===== config.mk =====
export PLATFORM = sky130hd
export DESIGN_NAME = counter_ctrl
export DESIGN_NICKNAME = d
export VERILOG_FILES = /design/src/rtl/cnt_ctrl_pkg.sv /design/src/rtl/counter_ctrl.sv
export SDC_FILE = /design/constraint.sdc
export NUM_CORES = 1
export LEC_CHECK = 0
export BUFFER_PORTS_ARGS = -buffer_cell sky130_fd_sc_hd__clkbuf_2
export CAP_MARGIN = 5
export CORE_ASPECT_RATIO = 1.25
export CORE_MARGIN = 2
export CORE_UTILIZATION = 45
export CTS_CLUSTER_SIZE = 25
export DETAILED_ROUTE_END_ITERATION = 10
export PLACE_DENSITY = 0.77
export SLEW_MARGIN = 20
export SYNTH_ARGS = -nofsm -noshare
export SYNTH_HDL_FRONTEND = slang
export SYNTH_SLANG_ARGS = --single-unit

===== constraint.sdc =====
create_clock -name clk -period 2.45 [get_ports clk]
set_input_delay 0.1225 -clock clk [delete_from_list [all_inputs] [get_ports clk]]
set_output_delay 0.1225 -clock clk [all_outputs]
set_load 0.02 [all_outputs]

===== src/rtl/cnt_ctrl_pkg.sv =====
// Shared types for the counter command controller: FSM states and response status codes.
package cnt_ctrl_pkg;

  localparam int STATUS_W = 2;

  typedef enum logic [1:0] {
    IDLE = 2'd0,
    LOAD = 2'd1,
    RUN  = 2'd2,
    RESP = 2'd3
  } state_e;

  typedef enum logic [STATUS_W-1:0] {
    ST_OK       = 2'd0,
    ST_TIMEOUT  = 2'd1,
    ST_ABORT    = 2'd2,
    ST_LOAD_ERR = 2'd3
  } status_e;

endpackage


===== src/rtl/counter_ctrl.sv =====
// Command-driven controller for the loadable up/down counter: load, run to terminal count, report.
// Optional load read-back check enabled by defining CNT_CTRL_LOAD_CHECK_EN.
module counter_ctrl
  import cnt_ctrl_pkg::*;
#(
  parameter int DATA_W  = 8,
  parameter int CYC_W   = 16,
  parameter int TIMEOUT = 1023
) (
  input  logic                clk,
  input  logic                rst_n,
  input  logic                cmd_valid,
  output logic                cmd_ready,
  input  logic [DATA_W-1:0]   cmd_value,
  input  logic                cmd_dir,
  input  logic                cmd_abort,
  output logic                rsp_valid,
  input  logic                rsp_ready,
  output logic [STATUS_W-1:0] rsp_status,
  output logic [CYC_W-1:0]    rsp_cycles,
  output logic                cnt_load,
  output logic                cnt_enable,
  output logic                cnt_up_down,
  output logic [DATA_W-1:0]   cnt_data,
  input  logic [DATA_W-1:0]   cnt_count_in,
  input  logic                cnt_term_in,
  output logic                busy
);

  state_e            state;
  logic [DATA_W-1:0] value_q;
  logic              dir_q;
  logic [CYC_W-1:0]  cyc;
  logic              first_run;
  logic              at_limit;
  logic              load_err;

  assign at_limit = (cyc == CYC_W'(TIMEOUT));

`ifdef CNT_CTRL_LOAD_CHECK_EN
  // The counter must show the preload value on the first RUN cycle, otherwise the load was lost.
  assign load_err = first_run && (cnt_count_in != value_q);
`else
  logic unused_inputs;
  assign unused_inputs = ^{cnt_count_in, first_run};
  assign load_err      = 1'b0;
`endif

  assign cmd_ready   = (state == IDLE);
  assign busy        = (state != IDLE);
  assign cnt_load    = (state == LOAD);
  assign cnt_data    = value_q;
  assign cnt_up_down = dir_q;
  assign cnt_enable  = (state == LOAD) ||
                       ((state == RUN) && !cnt_term_in && !cmd_abort && !at_limit && !load_err);

  always_ff @(posedge clk or negedge rst_n) begin
    if (!rst_n) begin
      state      <= IDLE;
      value_q    <= '0;
      dir_q      <= 1'b0;
      cyc        <= '0;
      first_run  <= 1'b0;
      rsp_valid  <= 1'b0;
      rsp_status <= ST_OK;
      rsp_cycles <= '0;
    end else begin
      case (state)
        IDLE: begin
          if (cmd_valid) begin
            value_q <= cmd_value;
            dir_q   <= cmd_dir;
            cyc     <= '0;
            state   <= LOAD;
          end
        end
        LOAD: begin
          if (cmd_abort) begin
            rsp_status <= ST_ABORT;
            rsp_cycles <= '0;
            rsp_valid  <= 1'b1;
            state      <= RESP;
          end else begin
            first_run <= 1'b1;
            state     <= RUN;
          end
        end
        RUN: begin
          first_run <= 1'b0;
          // Exit priority mirrors the cnt_enable terms; the final branch is the enabled cycle.
          if (load_err) begin
            rsp_status <= ST_LOAD_ERR;
            rsp_cycles <= '0;
            rsp_valid  <= 1'b1;
            state      <= RESP;
          end else if (cnt_term_in) begin
            rsp_status <= ST_OK;
            rsp_cycles <= cyc;
            rsp_valid  <= 1'b1;
            state      <= RESP;
          end else if (cmd_abort) begin
            rsp_status <= ST_ABORT;
            rsp_cycles <= cyc;
            rsp_valid  <= 1'b1;
            state      <= RESP;
          end else if (at_limit) begin
            rsp_status <= ST_TIMEOUT;
            rsp_cycles <= cyc;
            rsp_valid  <= 1'b1;
            state      <= RESP;
          end else begin
            cyc <= cyc + 1'b1;
          end
        end
        RESP: begin
          if (rsp_ready) begin
            rsp_valid <= 1'b0;
            state     <= IDLE;
          end
        end
        default: state <= IDLE;
      endcase
    end
  end

endmodule


==> out/results.ini <==
[floorplan]
rows=28
chipHeight_um=83.4
die_w_um=67.5
coreArea_um2=4800
start_util_pct=47.3
boundaryPins=55
dieArea_um2=5630

[synth]
seq_area_frac_synth_pct=50.7
synth_area_in_compound_gates_pct=17.0
asyncSetResetFlopFracSynth_pct=100
post_synth_xor_area_fraction_pct=0.386
post_synth_inst_count=231
synthesized_area_per_cell_um2=9.83
yosys.area_share.adder_pct=3.31
synthesis.nets=260
postSynthRegisterBits=46
largest_family_of_logic_cells_by_synthesized_area=simple AND/OR/NAND/NOR gates
synthSimpleGateAreaFrac_pct=19.5
synth_edf_count=0
synthesis.area_um2=2270
synth_cell_type_count=46
synth_warnings=0
synth_top_flop_cell=dfrtp_1
post_synth_mux_area_share_pct=6.23

[layout]
finalNetCount=315
drive_gt1_share_pct=29.3
syn_to_final_growth_pct=20.1
most-common-layout-cells=46 x nand2_1, 46 x dfrtp_1, 46 x clkbuf_2, 26 x o21ai_0, 11 x buf_4
antenna_cells_inserted=0
post-route-util_pct=56.8

[clock_network]
worstSkewPairLatency_ns=0.30
post_cts_buffers=0
clk_path_buf_depth=2
ctsRootBufferMaster=clkbuf_8
clkTransAtPathRegs_ns=0.08
h-tree-depth=2
cts_buffers=5
cts_num_sinks=46
cts_tree=yes

[global_route]
grt_pass1_wl_mm=8.11
grt_antenna_before_repair=0
vias_in_the_first_global_route=1780
grt-ovfl-total=0
maximum_number_of_pins_on_one_net_before_global_route_repair=47
grt_use_total_pct=18.5

[worst_hold_path]
min_from=cmd_value[1]
hold_path_class=input pin to flop
hold-path-endpoint=cnt_data[1]$_DFFE_PN0P_
hold_depth=2

[route]
post-route-drc-count=0
avg_wl_per_cell_um=13.5
vias=1851
detailedRoute.firstIterationViolations=112
vias_per_cell=5.33
drtAntennaViolNets=0
wl_mm=4.70
first_pass_iters=4

[placement]
hpwl_mm=3.38
io_buffer_count=46
gp_congestion=0.825

[timing]
max_slew.worst_pin.slew_ns=0.584
final.setup.tns_ns=0
drv_slew=0
finalClockSkew_ns=0.00886
fmaxAchievable_mhz=425
final_critical_path_required_period_ns=2.36
finalHoldViolations=0
layout_worst_path_cycle_share_pct=96.1
maxSlewHeadroom_pct=61.1
setup_violations=0
setup_repair_after_global_routing_missed_its_margin=yes

[critical_path]
timing.reg2reg.setup_slack_ns=0.10
startpoint_types=flop
reg2reg_from=state[0]$_DFFE_PN0P_
timing.critical_path.cells=or4b_4 > nor4_4 > buf_4 > nor2_2 > or2_2 > clkbuf_2
number_of_cells_traversed_by_the_worst_register_to_register_path=6
crit_type=flop to output port
critPathCaptureType=output port
cpMaxStageDelayCell=or4b_4
worst-endpoint-required_ns=2.33
cp_data_arrival_time_ns=2.23
reg2reg_to=cyc[9]$_DFFE_PN0P_
slowest_delay_ns=0.57
crit_fanout=10
worstSetupStartpoint=cyc[11]$_DFFE_PN0P_

[outcome]
status=finished clean

[job]
cap_violations=0

[power_and_ir_drop]
pwr_density_cell_nw_per_um2=973
total_leakage_power_nw=1.27
vdd_ir_drop_max_uv=517

==> synth_stat cells, types with 2 or more instances <==
library cell,n,share of area [%]
dfrtp_1,46,51
nand2_1,46,7.6
o21ai_0,26,5.7
clkbuf_1,9,1.5
mux2_2,9,4.5
nor2_1,8,1.3
inv_1,7,1.2
a31oi_1,6,1.7
and3_1,6,1.7
ha_1,6,3.3
nand4_1,6,1.7
mux2i_1,4,1.8
a21oi_1,3,0.66
a2bb2oi_1,3,1.2
nand3_1,3,0.66
nor2b_1,3,0.83
nor3_1,3,0.66
o22a_1,3,1.2
a21boi_0,2,0.66
a22oi_1,2,0.66
and2_1,2,0.55
nand2b_1,2,0.55
o21ba_2,2,0.88
or2_2,2,0.55
==> power by group <==
| part | total, mW | internal, mW | switching (mW) |
|---|---|---|---|
| clock | 0.460 | 0.201 | 0.260 |
| combinational | 1.18 | 0.423 | 0.753 |
| sequential | 1.02 | 0.911 | 0.104 |
==> logic make-up (layout without fill, tap and decap cells) <==
logic type                 after synthesis  count (layout)
DFF                                     46              46
xor gates and xnor gates                 1               1
AOI/OAI and AO/OA                       59              59
adders and majority gates                6               6
muxes                                   13              13
and+or+nand+nor                         89              89
buffers and inverters                   17              73
==> registers in the layout, summed over array words and instances (netlist names) <==
signal	count
cyc	16
rsp_cycles	16
cnt_data	8
rsp_status	2
state	2
cnt_up_down	1
rsp_valid	1
==> timing repair <==
action	in CTS	in global routing
setup endpoints to repair	0	3
endpoints found under the hold margin	46	0
hold buffers	1	0
gates resized for setup	0	2
==> through the flow <==
step                      setup slack, ns  hold slack (ns)  instances  total power [mW]  cell area, um^2
final                              0.0947           0.0534        347              2.65             2730
after global routing              -0.0460           0.0408        347              2.87             2730
after global placement              0.199            0.244        338              2.18             2620
after detailed placement            0.127            0.255        338              2.21             2620
after CTS                          0.0207           0.0430        347              2.68             2720
after floorplan                     0.176           -0.173        231              1.84             2270
==> final cells by class <==
| type | instances | area, um^2 |
|---|---|---|
| fill | 443 | 2070 |
| sequential | 46 | 1150 |
| multi-input combinational | 168 | 1060 |
| timing repair buffer | 58 | 323 |
| tap | 60 | 75.1 |
| clock buffer | 5 | 68.8 |
| inverter | 7 | 26.3 |
| clock inverter | 3 | 21.3 |
==> worst max path at each step <==
stage	to	slack, ns	cells past startpoint
2_1_floorplan	cyc[2]$_DFFE_PN0P_	0.18	8
3_3_place_gp	cyc[9]$_DFFE_PN0P_	0.20	6
3_5_place_dp	cyc[9]$_DFFE_PN0P_	0.13	6
4_1_cts	cnt_enable	0.02	6
5_1_grt	cyc[9]$_DFFE_PN0P_	-0.05	6
6_report	cnt_enable	0.09	6
==> critical path: cells and delay by family, from the launching register on <==
family                 cells  cell delay, ns
flip-flops                 1            0.44
AND/OR/NAND/NOR            4            1.12
buffers and inverters      2            0.37
==> per-layer routing <==
metal  up-vias  routed length, um  global-route usage (%)
li1        939                  -                       -
met1       858               1990                    22.8
met2        48               2450                    31.1
met3         6                199                    4.34
met4         0                 62                    5.57
met5         -                  0                       0
(Power assumes the default switching activity.)
